`src/rtl/key_unlock_pkg.sv`:
```
// Shared types and width helpers for the serial key-entry unlock controller.
package key_unlock_pkg;

    typedef enum logic [1:0] {
        ENTRY    = 2'd0,
        UNLOCKED = 2'd1,
        LOCKOUT  = 2'd2
    } key_state_t;

    localparam int MIN_CNT_W = 1;

    function automatic int max2(input int a, input int b);
        return (a > b) ? a : b;
    endfunction

    // Bits needed to hold the values 0..n inclusive.
    function automatic int cnt_w(input int n);
        return (n < 1) ? MIN_CNT_W : $clog2(n + 1);
    endfunction

endpackage

```
`src/rtl/key_down_counter.sv`:
```
// Loadable saturating down-counter with a zero flag; load wins over decrement.
module key_down_counter #(
    parameter int W = 4
) (
    input  logic         clk,
    input  logic         rst,
    input  logic         load,
    input  logic [W-1:0] load_val,
    input  logic         dec,
    output logic [W-1:0] cnt,
    output logic         zero
);

    logic [W-1:0] cnt_q, cnt_d;

    always_comb begin
        cnt_d = cnt_q;
        if (load)
            cnt_d = load_val;
        else if (dec && cnt_q != '0)
            cnt_d = cnt_q - W'(1);
    end

    always_ff @(posedge clk or posedge rst) begin
        if (rst) cnt_q <= '0;
        else     cnt_q <= cnt_d;
    end

    assign cnt  = cnt_q;
    assign zero = (cnt_q == '0);

endmodule

```
`src/rtl/key_unlock_fsm.sv`:
```
// Serial key-entry unlock controller with fail-count lockout.
// Define KEY_UNLOCK_TIMEOUT_EN to discard partial key/mode groups after an idle period.
module key_unlock_fsm
    import key_unlock_pkg::*;
#(
    parameter int                KEY_LEN        = 4,
    parameter logic [KEY_LEN-1:0] KEY_VALUE     = 4'b1010,
    parameter int                MODE_W         = 1,
    parameter int                MAX_FAIL       = 3,
    parameter int                LOCK_CYCLES    = 8,
    parameter int                TIMEOUT_CYCLES = 16
) (
    input  logic              Clk,
    input  logic              Reset,
    input  logic              InputKey,
    input  logic              ValidCmd,
    input  logic              Relock,
    output logic              Active,
    output logic [MODE_W-1:0] Mode,
    output logic              Locked,
    output logic              KeyOk
);

    localparam int BW = cnt_w(max2(KEY_LEN, MODE_W));
    localparam int FW = cnt_w(MAX_FAIL);
    localparam int LW = cnt_w(LOCK_CYCLES);

    key_state_t        state_q, state_d;
    logic              active_q, active_d;
    logic [MODE_W-1:0] mode_q, mode_d;
    logic              locked_q, locked_d;
    logic              key_ok_q, key_ok_d;
    logic [BW-1:0]     bit_cnt_q, bit_cnt_d;
    logic [FW-1:0]     fail_q, fail_d;
    logic [KEY_LEN-1:0] shift_q, shift_d;
    logic [MODE_W-1:0] mode_sh_q, mode_sh_d;

    logic [KEY_LEN-1:0] key_word;
    logic [MODE_W-1:0]  mode_word;
    logic [FW-1:0]      fail_inc;
    logic               lock_load, lock_dec, lock_zero;
    logic [LW-1:0]      lock_cnt;
    logic               timeout;

    assign key_word  = KEY_LEN'({shift_q, InputKey});
    assign mode_word = MODE_W'({mode_sh_q, InputKey});
    assign fail_inc  = fail_q + FW'(1);

    key_down_counter #(.W(LW)) u_lock_cnt (
        .clk      (Clk),
        .rst      (Reset),
        .load     (lock_load),
        .load_val (LW'(LOCK_CYCLES)),
        .dec      (lock_dec),
        .cnt      (lock_cnt),
        .zero     (lock_zero)
    );

`ifdef KEY_UNLOCK_TIMEOUT_EN
    localparam int TW = cnt_w(TIMEOUT_CYCLES);

    logic          partial, accept, tmr_zero;
    logic [TW-1:0] tmr_cnt;

    assign partial = (state_q != LOCKOUT) && (bit_cnt_q != '0) && !Relock;
    assign accept  = (state_q != LOCKOUT) && ValidCmd && !Relock;
    // Loaded with N-1 so the clear lands on the edge ending the N-th idle cycle.
    assign timeout = partial && !ValidCmd && tmr_zero;

    key_down_counter #(.W(TW)) u_idle_tmr (
        .clk      (Clk),
        .rst      (Reset),
        .load     (accept),
        .load_val (TW'(TIMEOUT_CYCLES - 1)),
        .dec      (partial && !ValidCmd),
        .cnt      (tmr_cnt),
        .zero     (tmr_zero)
    );
`else
    assign timeout = 1'b0;
`endif

    always_comb begin
        state_d   = state_q;
        active_d  = active_q;
        mode_d    = mode_q;
        locked_d  = locked_q;
        key_ok_d  = 1'b0;
        bit_cnt_d = bit_cnt_q;
        fail_d    = fail_q;
        shift_d   = shift_q;
        mode_sh_d = mode_sh_q;
        lock_load = 1'b0;
        lock_dec  = 1'b0;
        case (state_q)
            ENTRY: begin
                if (Relock) begin
                    active_d  = 1'b0;
                    mode_d    = '0;
                    bit_cnt_d = '0;
                end else if (ValidCmd) begin
                    shift_d = key_word;
                    if (bit_cnt_q == BW'(KEY_LEN - 1)) begin
                        bit_cnt_d = '0;
                        if (key_word == KEY_VALUE) begin
                            state_d  = UNLOCKED;
                            key_ok_d = 1'b1;
                            fail_d   = '0;
                        end else if (fail_inc == FW'(MAX_FAIL)) begin
                            state_d   = LOCKOUT;
                            locked_d  = 1'b1;
                            lock_load = 1'b1;
                            fail_d    = '0;
                        end else begin
                            fail_d = fail_inc;
                        end
                    end else begin
                        bit_cnt_d = bit_cnt_q + BW'(1);
                    end
                end else if (timeout) begin
                    bit_cnt_d = '0;
                    shift_d   = '0;
                end
            end
            UNLOCKED: begin
                if (Relock) begin
                    state_d   = ENTRY;
                    active_d  = 1'b0;
                    mode_d    = '0;
                    bit_cnt_d = '0;
                end else if (ValidCmd) begin
                    mode_sh_d = mode_word;
                    if (bit_cnt_q == BW'(MODE_W - 1)) begin
                        bit_cnt_d = '0;
                        mode_d    = mode_word;
                        active_d  = 1'b1;
                    end else begin
                        bit_cnt_d = bit_cnt_q + BW'(1);
                    end
                end else if (timeout) begin
                    bit_cnt_d = '0;
                end
            end
            LOCKOUT: begin
                lock_dec = 1'b1;
                // lock_zero only guards against an unreachable empty counter.
                if (lock_cnt == LW'(1) || lock_zero) begin
                    state_d  = ENTRY;
                    locked_d = 1'b0;
                end
            end
            default: state_d = ENTRY;
        endcase
    end

    always_ff @(posedge Clk or posedge Reset) begin
        if (Reset) begin
            state_q   <= ENTRY;
            active_q  <= 1'b0;
            mode_q    <= '0;
            locked_q  <= 1'b0;
            key_ok_q  <= 1'b0;
            bit_cnt_q <= '0;
            fail_q    <= '0;
            shift_q   <= '0;
            mode_sh_q <= '0;
        end else begin
            state_q   <= state_d;
            active_q  <= active_d;
            mode_q    <= mode_d;
            locked_q  <= locked_d;
            key_ok_q  <= key_ok_d;
            bit_cnt_q <= bit_cnt_d;
            fail_q    <= fail_d;
            shift_q   <= shift_d;
            mode_sh_q <= mode_sh_d;
        end
    end

    assign Active = active_q;
    assign Mode   = mode_q;
    assign Locked = locked_q;
    assign KeyOk  = key_ok_q;

endmodule

```
`config.mk`:
```
export PLATFORM = sky130hd
export DESIGN_NAME = key_unlock_fsm
export DESIGN_NICKNAME = d
export VERILOG_FILES = /design/src/rtl/key_unlock_pkg.sv /design/src/rtl/key_down_counter.sv /design/src/rtl/key_unlock_fsm.sv
export SDC_FILE = /design/constraint.sdc
export NUM_CORES = 1
export LEC_CHECK = 0
export ABC_CLOCK_PERIOD_IN_PS = 4400
export BUFFER_PORTS_ARGS = -buffer_cell sky130_fd_sc_hd__clkbuf_2
export CORE_AREA = 4 4 64 66
export CTS_BUF_LIST = sky130_fd_sc_hd__clkbuf_4
export CTS_CLUSTER_DIAMETER = 100
export DETAILED_ROUTE_END_ITERATION = 16
export DIE_AREA = 0 0 68 70
export GPL_ROUTABILITY_DRIVEN = 1
export PLACE_DENSITY_LB_ADDON = 0.08
export SLEW_MARGIN = 20
export SYNTH_ARGS = -nofsm -noshare
export SYNTH_HDL_FRONTEND = slang
export SYNTH_SLANG_ARGS = --single-unit
```
`constraint.sdc`:
```
create_clock -name Clk -period 4.4 [get_ports Clk]
set_clock_uncertainty 0.15 [all_clocks]
set_input_delay 0.88 -clock Clk [delete_from_list [all_inputs] [get_ports Clk]]
set_output_delay 0.88 -clock Clk [all_outputs]
set_load 0.02 [all_outputs]
```
# After elaboration in Yosys (flattened, before gate mapping)
# Index checks and enable logic that the tools add are counted.
# op_classes
reduce_logical	15
bitwise	1
n_mux	47
n_addsub	3
n_eq_ne	18
# op_table
op	count
$mux W1	25
$mux W2	9
$mux W3	6
$ne A2 B2 Y1 const B	8
$ne A3 B3 Y1 const B	4
$mux W4	2
$reduce_and A4 Y1	2
$reduce_and A7 Y1	1
$pmux W1 S2	3
$pmux W2 S3	1
$pmux W3 S2	1
$reduce_and A3 Y1	2
$reduce_and A6 Y1	1
$reduce_bool A2 Y1	3
$eq A2 B2 Y1 const B	2
$eq A4 B1 Y1 const B	1
$eq A4 B4 Y1 const B	1
$logic_not A4 Y1	1
$reduce_bool A4 Y1	1
$sub A4 B1 Y4 const B	1
$add A3 B1 Y3 const B	1
$eq A3 B2 Y1 const B	1
$logic_not A3 Y1	1
$add A2 B1 Y2 const B	1
other kinds (5)	5
# word_totals
regBits	18
inputBits	5
wordCells	93
output_inout_bits	4

# Longest topological paths before layout
# depth
ltp_word	9
mapped_depth	6

# Cells and area by module
# A second synthesis with hierarchy kept.
# unflattened
hier_cells	95
hier_area_um2	1032.2
# by_module_without_submodules
module	area_per_inst_um2	seq_area_each_um2	instances	cells_per_inst
key_unlock_fsm	770.7	350.3	1	67
key_down_counter	261.5	100.1	1	28

# Least setup slack after synthesis
# OpenSTA, ideal clock, no wires.
# synth_timing
kind	input-to-reg
start	input InputKey
end	register state_q[1]
required_time_ns	4.130
setup_ns	0.120
t_arrival_ns	1.572
path_slack_ns	2.558
cell_stages	4
path_cell_list	and4bb_4 -> nor3b_2 -> nor2b_4 -> a31o_2
# synth_between
elab_chain_cells	6
word_cells_on_any_way	8
cone_classes	eq/ne: 2; mux: 5; reduce/logical: 1
# synth_rtl
element	line_no	text
start, declared	key_unlock_fsm.sv:15	input logic InputKey,
$eq A4 B4 Y1 *	key_unlock_fsm.sv:105	if (key_word == KEY_VALUE) begin
$mux W2	key_unlock_fsm.sv:105	
$mux W2	key_unlock_fsm.sv:103	if (bit_cnt_q == BW'(KEY_LEN - 1)) begin
$mux W2	key_unlock_fsm.sv:101	end else if (ValidCmd) begin
$mux W2	key_unlock_fsm.sv:97	if (Relock) begin
$pmux W2 S3	key_unlock_fsm.sv:95	case (state_q)
end signal, assigned	key_unlock_fsm.sv:168	state_q <= state_d;
end, declared	key_unlock_fsm.sv:28	key_state_t state_q, state_d;
# Mark *: on every way between the ends. The rest lies on a longest branch, timed or not. The select of a mux whose other input is x is not followed.
# A chain may end at the register's enable or synchronous reset.

# Worst setup path after layout
# layout_timing
start	register locked_q, in the netlist Locked
end	output Locked
# layout_rtl
element	line_no	text
start, declared	key_unlock_fsm.sv:31	logic locked_q, locked_d;
start signal, assigned	key_unlock_fsm.sv:171	locked_q <= locked_d;
end, declared	key_unlock_fsm.sv:20	output logic Locked,
# No word-level cell between the ends.

==> impl_metrics.env <==
export IMPL_status="finished, final reports clean"
export IMPL_cts_max_path_buffers=2
export IMPL_grt_usage_pct=9.26
export IMPL_ctsHoldBuffers=0
export IMPL_wl_per_cell_um=11.9
export IMPL_synth_top_area_cell="dfrtp_1"
export IMPL_finalSetupViolCount=0
export IMPL_routed_wl_mm=1.83
export IMPL_whs_ns=0.375
export IMPL_synthCells=94
export IMPL_path_max_fanout=3
export IMPL_cts_tree="built"
export IMPL_antenna_found_initial=0
export IMPL_die_h_um=70
export IMPL_numClockSinks=18
export IMPL_wl_met2_um=826
export IMPL_syn_area_um2=1010
export IMPL_yosys_top_cells_area="dfrtp_1 45%, ha_1 8.7%, nor2_1 4.1%"
export IMPL_power_density_nw_per_um2=276
export IMPL_synthDominantCellAreaShare_pct=44.6
export IMPL_insertion_delay_ns=0.30
export IMPL_postRouteAntennaNets=0
export IMPL_worst_slew_pin_slew_ns=0.702
export IMPL_fin_nets=119
export IMPL_max_stage_delay_ns=0.42
export IMPL_dieArea_um2=4760
export IMPL_fillers=382
export IMPL_start_util_pct=28.2
export IMPL_worst_setup_path_end_kind="output pin"
export IMPL_synth_nets=106
export IMPL_final_hold_viol_count=0
export IMPL_dp_hpwl_mm=1.42
export IMPL_grt_overflow=0
export IMPL_crit_family="flip-flops"
export IMPL_path_class="flop to output pin"
export IMPL_setup_tns_ns=0
export IMPL_final_max_slew_viol_count=0
export IMPL_maxSlewHeadroom_pct=53.2
export IMPL_fin_util_pct=31.7
export IMPL_synth_area_per_cell_um2=10.7
export IMPL_cp_arrival_ns=0.88
export IMPL_mostFrequentLayoutCells="18 x dfrtp_1, 11 x nor2_1, 10 x inv_1, 8 x clkbuf_2, 7 x ha_1"
export IMPL_drive_gt1_share_pct=28.3
export IMPL_peakVddDrop_uv=116
export IMPL_globalplace_congestion=0.728
export IMPL_worstPathRequired_ns=3.37
export IMPL_place_inst=150
export IMPL_htree_num_levels=1
export IMPL_core_area_um2=3580
export IMPL_hold_class="flop to flop"
export IMPL_mostFrequentLayoutCell="dfrtp_1"
export IMPL_die_width_um=68
export IMPL_insertedDiodeCount=0
export IMPL_period_needed_ns=1.91
export IMPL_rsz0062_at_grt="false"
export IMPL_regArea_um2=450
export IMPL_vias=672
export IMPL_cts_setup_buffers=0
export IMPL_yosysUniqueCellTypes=34
export IMPL_rows=22
export IMPL_async_flop_share_pct=100
export IMPL_area_growth_pct=12.5
export IMPL_topRoutingLayerUsed="met4"
export IMPL_maxCapViolCount=0
export IMPL_synthFlopType="dfrtp_1"
export IMPL_final_period_utilization_pct=43.3
export IMPL_grt_pass1_vias=720
export IMPL_ys_warn_count=0
export IMPL_synth_seq_cells=18
export IMPL_critPathBufInv=1
export IMPL_port_buffer_count=8
export IMPL_grt_start_max_net_pins=19
export IMPL_wl_met1_um=893
export IMPL_first_pass_iters=4
export IMPL_ctsResizeCount=0
export IMPL_clk_transition_reported_paths_ns=0.10
export IMPL_yosysSeqAreaShare_pct=44.6
export IMPL_critPathLaunchType="flop"
export IMPL_wl_met3_um=76
export IMPL_multi_input_area_um2=522
export IMPL_slowest_stage="dfrtp_1"
export IMPL_grt_pass1_wl_mm=3.34
export IMPL_stdcell_count=154
export IMPL_num_io_pins=9
export IMPL_drc_errors=0
export IMPL_crit_chain="clkbuf_2"
export IMPL_synth_edf_count=0
export IMPL_cts_buffers=3
export IMPL_max_freq_mhz=525
export IMPL_viasPerCell=4.36
export IMPL_drt_first_iter_violations=19
export IMPL_p_leak_nw=0.497
export IMPL_root_buffer="clkbuf_4"
## layer usage
layer  global-route usage, %  vias to the layer above
met5                       0                        -
met4                    3.31                        0
met3                    3.54                        4
met2                    13.3                        8
met1                    12.5                      312
li1                        -                      348
## cell usage after synthesis (2+ instances only)
master	n
nor2b_1	2
a21oi_1	5
mux2_2	3
inv_1	10
o21ai_0	4
dfrtp_1	18
nand2_1	6
ha_1	7
a22o_1	2
nor2_1	11
nor3_1	3
## per-stage QoR
stage / setup slack [ns] / power (mW) / cell area, µm²
finish: 2.49 / 0.314 / 1140
global route: 2.44 / 0.333 / 1140
CTS: 2.48 / 0.321 / 1140
detailed placement: 2.33 / 0.232 / 1110
global placement: 2.31 / 0.232 / 1110
floorplan: 2.56 / 0.220 / 1010
## where the power goes
part / internal, mW / switching (mW) / leakage, nW
sequential: 0.178 / 0.0105 / 0.222
clock: 0.0330 / 0.0529 / 0.0154
combinational: 0.0203 / 0.0189 / 0.259
## cells by family (layout without fill, tap and decap cells)
family / count (synthesis) / in the layout / share of synthesized area (%)
AO/OA/AOI/OAI: 18 / 18 / 13.5
buffers and inverters: 10 / 22 / 3.72
flip-flops: 18 / 18 / 44.6
XOR/XNOR: 1 / 1 / 0.868
multiplexers: 5 / 5 / 5.82
AND/OR/NAND/NOR: 35 / 35 / 22.8
adder cells (fa/ha/maj): 7 / 7 / 8.67
## final timing paths
| path | start | depth (start not counted) | end | slack, ns |
|---|---|---|---|---|
| min in group asynchronous | Reset | 2 | bit_cnt_q[2] | 0.51 |
| max | Locked | 1 | Locked | 2.49 |
| min reg2reg | shift_q[2] | 1 | shift_q[2] | 0.37 |
| max in group asynchronous | Reset | 2 | u_lock_cnt.cnt[2] | 3.15 |
| max reg2reg | bit_cnt_q[0] | 5 | state_q[1] | 2.76 |
| min | shift_q[2] | 1 | shift_q[2] | 0.37 |
## final cells by class
type | count | share of cell area [%]
Tap cell | 48 | 5.29
Timing Repair Buffer | 8 | 3.52
Clock inverter | 1 | 0.330
Sequential cell | 18 | 39.6
Multi-Input combinational cell | 66 | 45.9
Inverter | 10 | 3.30
Clock buffer | 3 | 1.98
## sequential cells by signal, indices dropped and copies added (netlist names), 2 cells and up
register and count:
state_q 2, u_lock_cnt.cnt 4, fail_q 2, bit_cnt_q 3, shift_q 3
Note: power is estimated with default switching activity, not from simulation.
